[src/rtl/lsu_pkg.sv]
// Shared definitions for the memory-stage load/store unit.
// Bit positions of load_store_info, FSM states, access sizes and the op decoder.
package lsu_pkg;

    // load_store_info = {lb,lh,lw,ld,lbu,lhu,lwu,sb,sh,sw,sd}
    localparam int LS_W   = 11;
    localparam int LS_LB  = 10;
    localparam int LS_LH  = 9;
    localparam int LS_LW  = 8;
    localparam int LS_LD  = 7;
    localparam int LS_LBU = 6;
    localparam int LS_LHU = 5;
    localparam int LS_LWU = 4;
    localparam int LS_SB  = 3;
    localparam int LS_SH  = 2;
    localparam int LS_SW  = 1;
    localparam int LS_SD  = 0;

    localparam logic [1:0] ST_IDLE = 2'd0;
    localparam logic [1:0] ST_REQ  = 2'd1;
    localparam logic [1:0] ST_DONE = 2'd2;

    localparam logic [1:0] SZ_B = 2'd0;
    localparam logic [1:0] SZ_H = 2'd1;
    localparam logic [1:0] SZ_W = 2'd2;
    localparam logic [1:0] SZ_D = 2'd3;

    typedef struct packed {
        logic       valid;
        logic       load;
        logic       store;
        logic       sign;
        logic [1:0] size;
    } ls_dec_t;

    function automatic ls_dec_t ls_decode(input logic [LS_W-1:0] info);
        ls_dec_t d;
        d = '0;
        unique case (1'b1)
            info[LS_LB]:  d = '{1'b1, 1'b1, 1'b0, 1'b1, SZ_B};
            info[LS_LH]:  d = '{1'b1, 1'b1, 1'b0, 1'b1, SZ_H};
            info[LS_LW]:  d = '{1'b1, 1'b1, 1'b0, 1'b1, SZ_W};
            info[LS_LD]:  d = '{1'b1, 1'b1, 1'b0, 1'b0, SZ_D};
            info[LS_LBU]: d = '{1'b1, 1'b1, 1'b0, 1'b0, SZ_B};
            info[LS_LHU]: d = '{1'b1, 1'b1, 1'b0, 1'b0, SZ_H};
            info[LS_LWU]: d = '{1'b1, 1'b1, 1'b0, 1'b0, SZ_W};
            info[LS_SB]:  d = '{1'b1, 1'b0, 1'b1, 1'b0, SZ_B};
            info[LS_SH]:  d = '{1'b1, 1'b0, 1'b1, 1'b0, SZ_H};
            info[LS_SW]:  d = '{1'b1, 1'b0, 1'b1, 1'b0, SZ_W};
            info[LS_SD]:  d = '{1'b1, 1'b0, 1'b1, 1'b0, SZ_D};
            default:      d = '0;
        endcase
        return d;
    endfunction

    // Natural alignment: low address bits below the access size must be zero.
    function automatic logic ls_misaligned(input logic [1:0] size,
                                           input logic [2:0] off);
        logic m;
        case (size)
            SZ_H:    m = off[0];
            SZ_W:    m = |off[1:0];
            SZ_D:    m = |off;
            default: m = 1'b0;
        endcase
        return m;
    endfunction

endpackage

[src/rtl/lsu_align.sv]
// Combinational data steering for the LSU: store lane replication and byte
// strobes (st_*), load lane extraction with sign/zero extension (ld_*).
module lsu_align
    import lsu_pkg::*;
(
    input  logic [1:0]  st_size,
    input  logic [2:0]  st_off,
    input  logic [63:0] st_data,
    output logic [63:0] st_wdata,
    output logic [7:0]  st_wstrb,
    input  logic [1:0]  ld_size,
    input  logic        ld_sign,
    input  logic [2:0]  ld_off,
    input  logic [63:0] ld_rdata,
    output logic [63:0] ld_data
);

    logic [7:0]  strb_base;
    logic [63:0] ld_shift;

    always_comb begin
        st_wdata  = st_data;
        strb_base = 8'hFF;
        case (st_size)
            SZ_B: begin
                st_wdata  = {8{st_data[7:0]}};
                strb_base = 8'h01;
            end
            SZ_H: begin
                st_wdata  = {4{st_data[15:0]}};
                strb_base = 8'h03;
            end
            SZ_W: begin
                st_wdata  = {2{st_data[31:0]}};
                strb_base = 8'h0F;
            end
            default: begin
                st_wdata  = st_data;
                strb_base = 8'hFF;
            end
        endcase
        // Offset is naturally aligned here, so the shift never drops bits.
        st_wstrb = strb_base << st_off;
    end

    always_comb begin
        ld_shift = ld_rdata >> {ld_off, 3'b000};
        case (ld_size)
            SZ_B:    ld_data = {{56{ld_sign & ld_shift[7]}},  ld_shift[7:0]};
            SZ_H:    ld_data = {{48{ld_sign & ld_shift[15]}}, ld_shift[15:0]};
            SZ_W:    ld_data = {{32{ld_sign & ld_shift[31]}}, ld_shift[31:0]};
            default: ld_data = ld_shift;
        endcase
    end

endmodule

[src/rtl/mem_lsu_ctrl.sv]
// Memory-stage load/store controller: one req/ack data-cache transaction per
// mem op in regM, stalls the pipe until done, times out to a bus error.
// Ports: regM_i_* (EX/MEM register), dcache_o_*/dcache_i_* (cache handshake),
// lsu_o_* (stall, writeback data, done/misalign/bus_err pulses).
module mem_lsu_ctrl
    import lsu_pkg::*;
#(
    parameter int TIMEOUT_CYCLES = 255,
    parameter int TO_W           = 8
) (
    input  logic            clk,
    input  logic            rst,
    input  logic [LS_W-1:0] regM_i_load_store_info,
    input  logic [63:0]     regM_i_alu_result,
    input  logic [63:0]     regM_i_regdata2,
    output logic            dcache_o_req,
    output logic            dcache_o_we,
    output logic [63:0]     dcache_o_addr,
    output logic [63:0]     dcache_o_wdata,
    output logic [7:0]      dcache_o_wstrb,
    input  logic            dcache_i_ack,
    input  logic [63:0]     dcache_i_rdata,
    output logic            lsu_o_stall,
    output logic [63:0]     lsu_o_wb_data,
    output logic            lsu_o_done,
    output logic            lsu_o_misalign,
    output logic            lsu_o_bus_err
);

    localparam logic [TO_W-1:0] TO_LAST = TO_W'(TIMEOUT_CYCLES - 1);

    logic [1:0]      state_q, state_d;
    logic [63:0]     addr_q, addr_d;
    logic            we_q, we_d;
    logic [63:0]     wdata_q, wdata_d;
    logic [7:0]      wstrb_q, wstrb_d;
    logic [1:0]      size_q, size_d;
    logic            sign_q, sign_d;
    logic            load_q, load_d;
    logic [2:0]      off_q, off_d;
    logic [TO_W-1:0] cnt_q, cnt_d;
    logic [63:0]     result_q, result_d;
    logic            bus_err_q, bus_err_d;

    ls_dec_t     dec;
    logic        mis;
    logic        start;
    logic [63:0] st_wdata;
    logic [7:0]  st_wstrb;
    logic [63:0] ld_data;

    assign dec   = ls_decode(regM_i_load_store_info);
    assign mis   = dec.valid & ls_misaligned(dec.size, regM_i_alu_result[2:0]);
    assign start = (state_q == ST_IDLE) & dec.valid & ~mis;

    lsu_align u_align (
        .st_size  (dec.size),
        .st_off   (regM_i_alu_result[2:0]),
        .st_data  (regM_i_regdata2),
        .st_wdata (st_wdata),
        .st_wstrb (st_wstrb),
        .ld_size  (size_q),
        .ld_sign  (sign_q),
        .ld_off   (off_q),
        .ld_rdata (dcache_i_rdata),
        .ld_data  (ld_data)
    );

    always_comb begin
        state_d   = state_q;
        addr_d    = addr_q;
        we_d      = we_q;
        wdata_d   = wdata_q;
        wstrb_d   = wstrb_q;
        size_d    = size_q;
        sign_d    = sign_q;
        load_d    = load_q;
        off_d     = off_q;
        cnt_d     = cnt_q;
        result_d  = result_q;
        bus_err_d = 1'b0;
        case (state_q)
            ST_IDLE: begin
                cnt_d = '0;
                if (start) begin
                    addr_d  = {regM_i_alu_result[63:3], 3'b000};
                    we_d    = dec.store;
                    wdata_d = dec.store ? st_wdata : 64'd0;
                    wstrb_d = dec.store ? st_wstrb : 8'd0;
                    size_d  = dec.size;
                    sign_d  = dec.sign;
                    load_d  = dec.load;
                    off_d   = regM_i_alu_result[2:0];
                    state_d = ST_REQ;
                end
            end
            ST_REQ: begin
                cnt_d = cnt_q + 1'b1;
                // Ack has priority over a coincident timeout.
                if (dcache_i_ack) begin
                    result_d = load_q ? ld_data : 64'd0;
                    state_d  = ST_DONE;
                end else if (cnt_q == TO_LAST) begin
                    result_d  = 64'd0;
                    bus_err_d = 1'b1;
                    state_d   = ST_DONE;
                end
            end
            ST_DONE: begin
                state_d = ST_IDLE;
            end
            default: begin
                state_d = ST_IDLE;
            end
        endcase
    end

    always_ff @(posedge clk) begin
        if (rst) begin
            state_q   <= ST_IDLE;
            addr_q    <= '0;
            we_q      <= 1'b0;
            wdata_q   <= '0;
            wstrb_q   <= '0;
            size_q    <= SZ_B;
            sign_q    <= 1'b0;
            load_q    <= 1'b0;
            off_q     <= '0;
            cnt_q     <= '0;
            result_q  <= '0;
            bus_err_q <= 1'b0;
        end else begin
            state_q   <= state_d;
            addr_q    <= addr_d;
            we_q      <= we_d;
            wdata_q   <= wdata_d;
            wstrb_q   <= wstrb_d;
            size_q    <= size_d;
            sign_q    <= sign_d;
            load_q    <= load_d;
            off_q     <= off_d;
            cnt_q     <= cnt_d;
            result_q  <= result_d;
            bus_err_q <= bus_err_d;
        end
    end

    assign dcache_o_req   = (state_q == ST_REQ);
    assign dcache_o_we    = we_q;
    assign dcache_o_addr  = addr_q;
    assign dcache_o_wdata = wdata_q;
    assign dcache_o_wstrb = wstrb_q;

    assign lsu_o_stall    = start | (state_q == ST_REQ);
    assign lsu_o_done     = (state_q == ST_DONE);
    assign lsu_o_bus_err  = bus_err_q;
    assign lsu_o_misalign = (state_q == ST_IDLE) & mis;
    assign lsu_o_wb_data  = ((state_q == ST_DONE) & load_q) ? result_q
                                                            : regM_i_alu_result;

endmodule

[config.mk]
export PLATFORM = sky130hd
export DESIGN_NAME = mem_lsu_ctrl
export DESIGN_NICKNAME = d
export VERILOG_FILES = /design/src/rtl/lsu_pkg.sv /design/src/rtl/lsu_align.sv /design/src/rtl/mem_lsu_ctrl.sv
export SDC_FILE = /design/constraint.sdc
export NUM_CORES = 1
export LEC_CHECK = 0
export BUFFER_PORTS_ARGS = -buffer_cell sky130_fd_sc_hd__buf_2
export CORE_AREA = 2 2 173 175
export CTS_CLUSTER_DIAMETER = 120
export DETAILED_ROUTE_END_ITERATION = 16
export DIE_AREA = 0 0 175 177
export PLACE_DENSITY = 0.66
export SYNTH_ARGS = -nofsm -noshare
export SYNTH_HDL_FRONTEND = slang
export SYNTH_SLANG_ARGS = --single-unit
export TNS_END_PERCENT = 5
[constraint.sdc]
create_clock -name clk -period 6.2 [get_ports clk]
set_input_delay 0.93 -clock clk [delete_from_list [all_inputs] [get_ports clk]]
set_output_delay 0.93 -clock clk [all_outputs]
set_load 0.02 [all_outputs]
# ---- After elaboration in Yosys (flattened, before gate mapping)
# Cells that the tools add are included.
dict set report classes {
  n_addsub 1
  multipliers 0
  div_mod_pow 0
  magnitude_cmp 0
  n_eq_ne 10
  shifts 2
  n_mux 17
  bitwise 11
  n_reduce_logical 11
}
# operator count
set op_table {}
lappend op_table {{$pmux W64 S3} 2}
lappend op_table {{$mux W64} 5}
lappend op_table {{$pmux W6 S11} 1}
lappend op_table {{$shr A64 B6 Y64} 1}
lappend op_table {{$pmux W8 S3} 1}
lappend op_table {{$pmux W8 S2} 1}
lappend op_table {{$add A8 B1 Y8 const B} 1}
lappend op_table {{$and A1 B1 Y1} 8}
lappend op_table {{$eq A2 B2 Y1 const B} 4}
lappend op_table {{$eq A8 B8 Y1 const B} 1}
lappend op_table {{$mux W8} 1}
lappend op_table {{$shl A8 B3 Y8} 1}
lappend op_table {{$eq A2 B1 Y1 const B} 3}
lappend op_table {{$logic_not A2 Y1} 3}
lappend op_table {{$mux W2} 3}
lappend op_table {{$reduce_and A2 Y1} 3}
lappend op_table {{$reduce_or A3 Y1} 2}
lappend op_table {{$pmux W2 S2} 1}
lappend op_table {{$reduce_bool A2 Y1} 2}
lappend op_table {{$ne A3 B1 Y1 const B} 1}
lappend op_table {{$pmux W1 S3} 1}
lappend op_table {{$ne A2 B2 Y1 const B} 1}
lappend op_table {{$not A1 Y1} 2}
lappend op_table {{$reduce_or A2 Y1} 1}
lappend op_table {{other kinds (2)} 2}
dict set report totals {
  register_bits 216
  latchBits 0
  ram_bits 0
  rom_bits 0
  inputBits 206
  memories 0
}

# ---- Depth between registers and ports, before layout
# Gate-level depths: netlist (run 1).
dict set report logic_depth {
  ltp_word 8
  mapped_depth 9
  ltp_nobuf 7
}

# ---- Cells and area by module
# Synthesis (run 1) repeated with hierarchy kept, for this count alone.
dict set report hier_totals {
  hier_cells 1265
  hier_area_um2 12241.7
}
# module instances cells_per_inst area_each_um2
set modules_own_cells {}
lappend modules_own_cells {mem_lsu_ctrl 1 845 8877.3}
lappend modules_own_cells {lsu_align 1 420 3364.5}

# ---- Worst setup path before layout (run 1)
# OpenSTA, ideal clock, no wires.
dict set report synth_timing {
  path_type {in2out}
  start {input regM_i_load_store_info[0]}
  end {output lsu_o_stall}
  arrival_time_ps 2474
  required_ps 5270
  path_slack_ps 2796
  stages 7
  path_buffers 3
  path_cell_list {or4_1 o31ai_2 a221o_1 buf_4 buf_6 buf_2 nand2_1}
}
dict set report synth_between {
  elab_chain_cells 7
}
# element line_no
set synth_rtl {}
lappend synth_rtl {{start, declared} mem_lsu_ctrl.sv:13} ;# input logic [LS_W-1:0] regM_i_load_store_info,
lappend synth_rtl {{$pmux W6 S11 (*)} lsu_pkg.sv:39} ;# unique case (1'b1)
lappend synth_rtl {{$eq A2 B2 Y1 or $eq A2 B1 Y1 (tied branches)} lsu_pkg.sv:60} ;# case (size)
lappend synth_rtl {{$pmux W1 S3} lsu_pkg.sv:60}
lappend synth_rtl {{$and A1 B1 Y1} mem_lsu_ctrl.sv:53} ;# assign mis = dec.valid & ls_misaligned(dec.size, regM_i_alu_result[2:0]);
lappend synth_rtl {{$not A1 Y1} mem_lsu_ctrl.sv:54} ;# assign start = (state_q == ST_IDLE) & dec.valid & ~mis;
lappend synth_rtl {{$and A1 B1 Y1 (*)} mem_lsu_ctrl.sv:54}
lappend synth_rtl {{$or A1 B1 Y1 (*)} mem_lsu_ctrl.sv:154} ;# assign lsu_o_stall = start | (state_q == ST_REQ);
lappend synth_rtl {{end, declared} mem_lsu_ctrl.sv:23} ;# output logic lsu_o_stall,
# Mark *: on every way between the ends. The rest lies on a longest branch, timed or not.

# ---- Worst setup path in the final report (run 1)
# Ends and elaborated chain as after synthesis.

==> results of run 1 <==
## flip-flops by register name, summed over array words and instances, names as in the netlist
register,flops
dcache_o_wdata,64
size_q,2
sign_q,1
off_q,3
state_q,2
dcache_o_addr,61
cnt_q,8
lsu_o_bus_err,1
result_q,64
dcache_o_wstrb,8
dcache_o_we,1
load_q,1
## tightest hold or removal path, cell delays in order (launching register included)
cell and delay, ns:
dfxtp_1 0.30, nand2_1 0.05, a21oi_1 0.05
## cells by family after synthesis
kind of cell	Yosys count
fa+ha+maj	2
simple gates	436
compound gates	387
flops	216
other cells	1
mux	175
buf+inv	139
xor+xnor	6
## worst max-delay path by stage
stage | from | end | slack, ns | cells after the start
final | regM_i_load_store_info[0] | lsu_o_stall | 2.24 | 6
after global routing | off_q[1] | result_q[52] | 2.13 | 7
after CTS | regM_i_load_store_info[0] | lsu_o_stall | 2.22 | 6
after detailed placement | regM_i_load_store_info[0] | dcache_o_wdata[12] | 2.19 | 7
after global placement | regM_i_load_store_info[0] | lsu_o_stall | 2.25 | 6
after floorplan | regM_i_load_store_info[0] | lsu_o_stall | 2.80 | 7
## per-layer routing
metal,routed length (um),global-route usage (%),up-vias
li1,-,-,5572
met1,17120,32.34,5528
met2,20230,44.43,561
met3,4105,7.238,78
met4,1277,8.229,6
met5,36,0,-
## Yosys cell counts (all sizes together), types with 9 or more instances
library cell	n	share of area, %
o22ai	10	0.54
a221oi	15	1.2
o21ai	49	2.1
nand2	262	8.5
buf	59	3.0
a211oi	9	0.58
nand2b	11	0.60
mux4	14	2.7
nand3	15	0.65
a32o	24	2.1
mux2	107	10
nor3	11	0.52
o31ai	35	2.3
nor4	10	0.80
a21oi	156	6.8
dfxtp	216	37
clkbuf	73	2.4
a22oi	35	2.3
nor2	100	3.3
mux2i	54	4.7
## power by group through the flow
stage                     clock (W)  combinational, W  sequential, W
after detailed placement          0          0.000557        0.00149
after floorplan                   0          0.000305        0.00152
final                       0.00167          0.000562        0.00146
after CTS                   0.00169          0.000560        0.00146
after global placement            0          0.000553        0.00149
after global routing        0.00175          0.000607        0.00146
## final cells by class
class                           instances  area share (%)
Clock inverter                         14           1.275
Inverter                                7          0.1797
Timing Repair Buffer                  424           14.83
Antenna cell                            5         0.08558
Clock buffer                           34           5.143
Multi-Input combinational cell       1009           45.54
Tap cell                              390           3.338
Sequential cell                       216           29.61
## metrics by stage
step / std cells / power, W / hold WS (ns)
CTS: 2094 / 0.003709 / 0.4509
global placement: 2046 / 0.002038 / 0.4314
floorplan: 1364 / 0.001823 / 0.4211
detailed placement: 2046 / 0.002043 / 0.4431
finish: 2099 / 0.003684 / 0.4502
global route: 2096 / 0.003823 / 0.4657
==> impl_results.md, run 1 <==
* CTS tree: done
* Largest family of logic cells by synthesized area: compound AO/OA/AOI/OAI gates
* Detailed placement HPWL at 30.89 mm
* Final hold vios at 0
* Reg-to-Reg Start: off_q[1]
* Area of the multi-input gates at 6658 um^2
* Filler cells at 2868
* Warnings, synthesis at 0
* Largest net degree at the start of global routing at 92
* Starting Density at 39.52%
* Mux cell area share after synthesis at between 15 and 20%
* WL/cell at 20.38 um
* Register bit count reported by yosys at between 200 and 250
* Critical R2R Capture: result_q[50]
* Fin crit period at between 3 and 4 ns
* CP Class: input port to output port
* Xor/xnor share of the synthesized area at 0.4547%
* H-tree Lvls at 1
* Setup slack after placement at 2.193 ns
* MaxCap Viol Count at 0
* Max VDD drop at 0.1763 mV
* Die height at about 180 um
* Post-route ant nets at 0
* Vias post-DR at 11750
* Sequential area share after synthesis at 37.42%
* Sequential share of power at 39.5%
* Clk slew on worst S/H paths at 0.06 ns
* Design Area, Final at 14620 um^2
* Hold Path Class: flop to flop
* Skew final at 0.03441 ns
* Util after Layout at 49.99%
* Slew @ Worst Pin at 1.281 ns
* Io pins at 412
* Max stage delay on crit path at 0.67 ns
* Post-Syn Area at 11560 um^2
* Critical path peak fanout at 63
* Number of flops mapped to enable cells by yosys at 0
* Slowest CP cell: a221o_4
* CTS Hold Bufs at 0
* Register area at 4329 um^2
* CP Launch Type: input port
* Cell variety after synth at 68
* Switching part of the total at 27.78%
* IO buf count at 408
* Total CTS buffers at 26
* Asr flop ratio synth at 0%
* Critical Path AT at 3.03 ns
* Vias in the first global route at 10980
* RSZ-0062 raised after global routing: false
* Relative slew margins at 14.58%
* Final Setup Violations at 0
* R2R depth at 7
* Critical path buffers and inverters at 2
* Status: completed
* Final setup TNS at 0 ns
* Slew Limit Fails at 0
* Final setup margin at 2.238 ns
* Initial detailed-routing violation count at 991
* Internal Power at 0.002661 W
* First-pass GRT wire length at 63.96 mm
* R2R setup slack at 2.29 ns
* Synth Flop Type: dfxtp_1
* Crit-path cells: buf_2 -> or4_1 -> o31ai_2 -> a221o_4 -> nand2_1 -> buf_2
* Vias per cell at 5.596
* Mapped Cells at 1362
* Clk sink count at 216
* Die Area at 30980 um^2
* Commonest non-fill, non-tap cell in the layout: buf_2
* GRT Total Usage at a little over a quarter
* Critical path's top delay family: compound AO/OA/AOI/OAI gates
* Setup crit end kind: output port
* Final #Nets at around 1900
* Peak Freq at 0.2524 GHz
* Hold path start: dcache_o_addr[18]
* Grt total ovfl at 0
* CP required at approximately 5.3 ns
* P_leak at 6.057 nW
* Final RePlAce weighted congestion at roughly 0.90
* Commonest non-fill, non-tap cells in the layout: 407 x buf_2, 261 x nand2_1, 214 x dfxtp_1, 155 x a21oi_1, 107 x mux2_2
* Rows at 63
* DRC at 0
* Layout cells sized above 1 at 36.27%
* DRT Wirelength at 42.77 mm
* Pwr dens at approximately 250 nW/um^2
* Die width at 175 um
* Pre-Repair DR Iteration Count at 6
* Final period utilization at 63.91%
* Switch Pwr at just over 0.001 W
* # resized after CTS at 0
* CP most frequent cell: buf_2
* Post-Synth Adder-Cell Area at 0.2165%
* Area delta synth->final at 26.52%
* Placed instance area at 13670 um^2
* Initial antenna violation count at 7
* Worst Hold Path Cells at 2
* Core Area at about 30000 um^2
* Syn Area/Cell at 8.485 um^2
* Root Buffer: clkbuf_16
* Comb pwr share at between 10% and 20%
* Post-CTS Setup Bufs at 0
* Clk pwr share at 45.2%
* Post-Synth Simple-Gate Area at between 10% and 20%
* Hold EP: dcache_o_addr[18]
* Clk_lat worst skew at 0.55 ns
* Post-synthesis compound-gate area fraction at 22.29%
* CTS max path bufs at 3
(Power assumes the default switching activity.)
==> run 2: changes to the inputs <==
Settings changed: PLACE_DENSITY 0.66 to 0.69.
Clock period 6.2 ns to 3.63 ns, I/O delays scaled along.
==> run 2 against run 1 <==
Against the previous run: total power up 61%; critical endpoint is now lsu_o_wb_data[32]; hold slack worse by 0.18 ns; register-to-register slack worse by 1.4 ns; critical path depth down 2; setup slack worse by 1.7 ns; global-route usage down 0.22 points; highest routed layer is now met4; sequential share of layout area up 0.11 points; largest power group is now registers; die area unchanged; first-iteration DRC count down 12%; clock power up 49%; count of clock-buffer cells in the layout down 1; cell area down 0.37%.
==> impl_results.md, run 2 (same netlist as run 1, synthesis figures left out) <==
* Status: completed
* Setup slack after placement at 0.8577 ns
* Critical path peak fanout at between 60 and 70
* Post-route ant nets at 0
* Initial antenna violation count at 2
* Clk_lat worst skew at 0.52 ns
* Pre-Repair DR Iteration Count at 5
* Setup crit end kind: output port
* Clk slew on worst S/H paths at 0.06 ns
* CP Class: flop to output port
* Final period utilization at 85.85%
* P_leak at 6.050 nW
* RSZ-0062 raised after global routing: false
* MaxCap Viol Count at 0
* Final #Nets at 1900
* Commonest non-fill, non-tap cell in the layout: buf_2
* Final RePlAce weighted congestion at 0.9264
* CP Launch Type: flop
* Die width at 175 um
* R2R setup slack at 0.88 ns
* Critical path buffers and inverters at 1
* CTS Hold Bufs at 0
* IO buf count at around 400
* Rows at 63
* Clk sink count at 216
* Vias post-DR at 11790
* Crit-path cells: nor2b_1 -> nand2_4 -> mux2_2 -> buf_2
* CP required at 3.09 ns
* First-pass GRT wire length at ~64 mm
* Crit path launch: state_q[1]
* Critical path's top delay family: simple AND/OR/NAND/NOR gates
* Max VDD drop at 0.2996 mV
* Post-CTS Setup Bufs at 0
* Slew Limit Fails at 0
* Hold path start: regM_i_alu_result[49]
* Largest net degree at the start of global routing at 96
* Skew final at 0.008122 ns
* Peak Freq at 0.3209 GHz
* Max stage delay on crit path at 0.54 ns
* Root Buffer: clkbuf_16
* Critical Path AT at 2.57 ns
* Starting Density at around 40%
* Die height at between 150 and 200 um
* Hold Path Class: input port to flop
* CTS max path bufs at 3
* GRT Total Usage at 25.99%
* Detailed placement HPWL at between 30 and 40 mm
* Slew @ Worst Pin at about 0.94 ns
* Pwr dens at 408.1 nW/um^2
* H-tree Lvls at 1
* Slowest CP cell: nand2_4
* Core Area at roughly 29000 um^2
* Relative slew margins at 37.11%
* Grt total ovfl at 0
* Vias per cell at 5.601
* Reg-to-Reg Start: off_q[0]
* Vias in the first global route at 10990
* Fin crit period at between 3 and 4 ns
* Die Area at 30980 um^2
* Total CTS buffers at 25
* DRC at 0
* # resized after CTS at 0
* Final setup margin at 0.5137 ns
* Commonest non-fill, non-tap cells in the layout: 407 x buf_2, 261 x nand2_1, 214 x dfxtp_1, 155 x a21oi_1, 107 x mux2_2
* CTS tree: done
* Area delta synth->final at 26.05%
* Final setup TNS at 0 ns
* Initial detailed-routing violation count at 876
* WL/cell at 20.26 um
* Io pins at roughly 410
* Final hold vios at 0
* Layout cells sized above 1 at a little over a third
* Final Setup Violations at 0
* DRT Wirelength at around 43 mm
[run 2: changes by cell type in the layout (fill, tap and decap cells not counted), sizes merged]
cell / previous run / this run
clkbuf: 34 / 33
bufinv: 4 / 1
buf: 424 / 433
clkinvlp: 2 / 1
inv: 8 / 7
diode: 5 / 4
clkinv: 7 / 10
[run 2: final cells by class]
| cell class | instances | area [um^2] |
|---|---|---|
| fill | 2870 | 14680 |
| sequential | 216 | 4329 |
| multi-input combinational | 1009 | 6658 |
| inverter | 7 | 26.28 |
| antenna | 4 | 10.01 |
| timing repair buffer | 433 | 2245 |
| clock inverter | 12 | 95.09 |
| tap | 390 | 488.0 |
| clock buffer | 33 | 715.7 |
[run 2: worst reg2reg max path, stage by stage, from the launching register on]
cell and delay, ns:
dfxtp_2 0.76, nand2b_1 0.47, o22ai_1 0.37, nor4_2 0.08, buf_4 0.21, a221oi_4 0.18, buf_4 0.38, o31ai_1 0.16
[run 2: power breakdown]
| part | total [W] | internal (W) | switching [W] |
|---|---|---|---|
| registers | 0.00249 | 0.00244 | 0.0000520 |
| logic | 0.000965 | 0.000366 | 0.000600 |
| clock network | 0.00249 | 0.00146 | 0.00104 |
[run 2: through the flow]
step                      hold slack, ns  cell area (um^2)  util [%]  power [W]  std cells
after floorplan                   0.4211             11560         -   0.003114       1364
after global placement            0.4391             13750     47.00   0.003487       2055
after detailed placement          0.4421             13750     47.00   0.003498       2055
after CTS                         0.2528             14560     49.78   0.005992       2100
after global routing              0.2600             14560     49.79   0.006167       2102
final                             0.2690             14570     49.81   0.005945       2104
[run 2: final timing paths]
| path | depth (start not counted) | end |
|---|---|---|
| setup / recovery | 4 | lsu_o_wb_data[32] |
| hold / removal | 3 | dcache_o_addr[49] |
| setup reg to reg | 7 | result_q[38] |
| hold reg to reg | 2 | dcache_o_addr[40] |
[run 2: metal layers]
| layer | GRT usage (%) | routed length (um) | vias to the layer above |
|---|---|---|---|
| met3 | 6.508 | 4007 | 83 |
| met2 | 44.94 | 20510 | 570 |
| met5 | 0 | 0 | - |
| met4 | 9.444 | 1508 | 0 |
| met1 | 31.28 | 16590 | 5543 |
| li1 | - | - | 5589 |
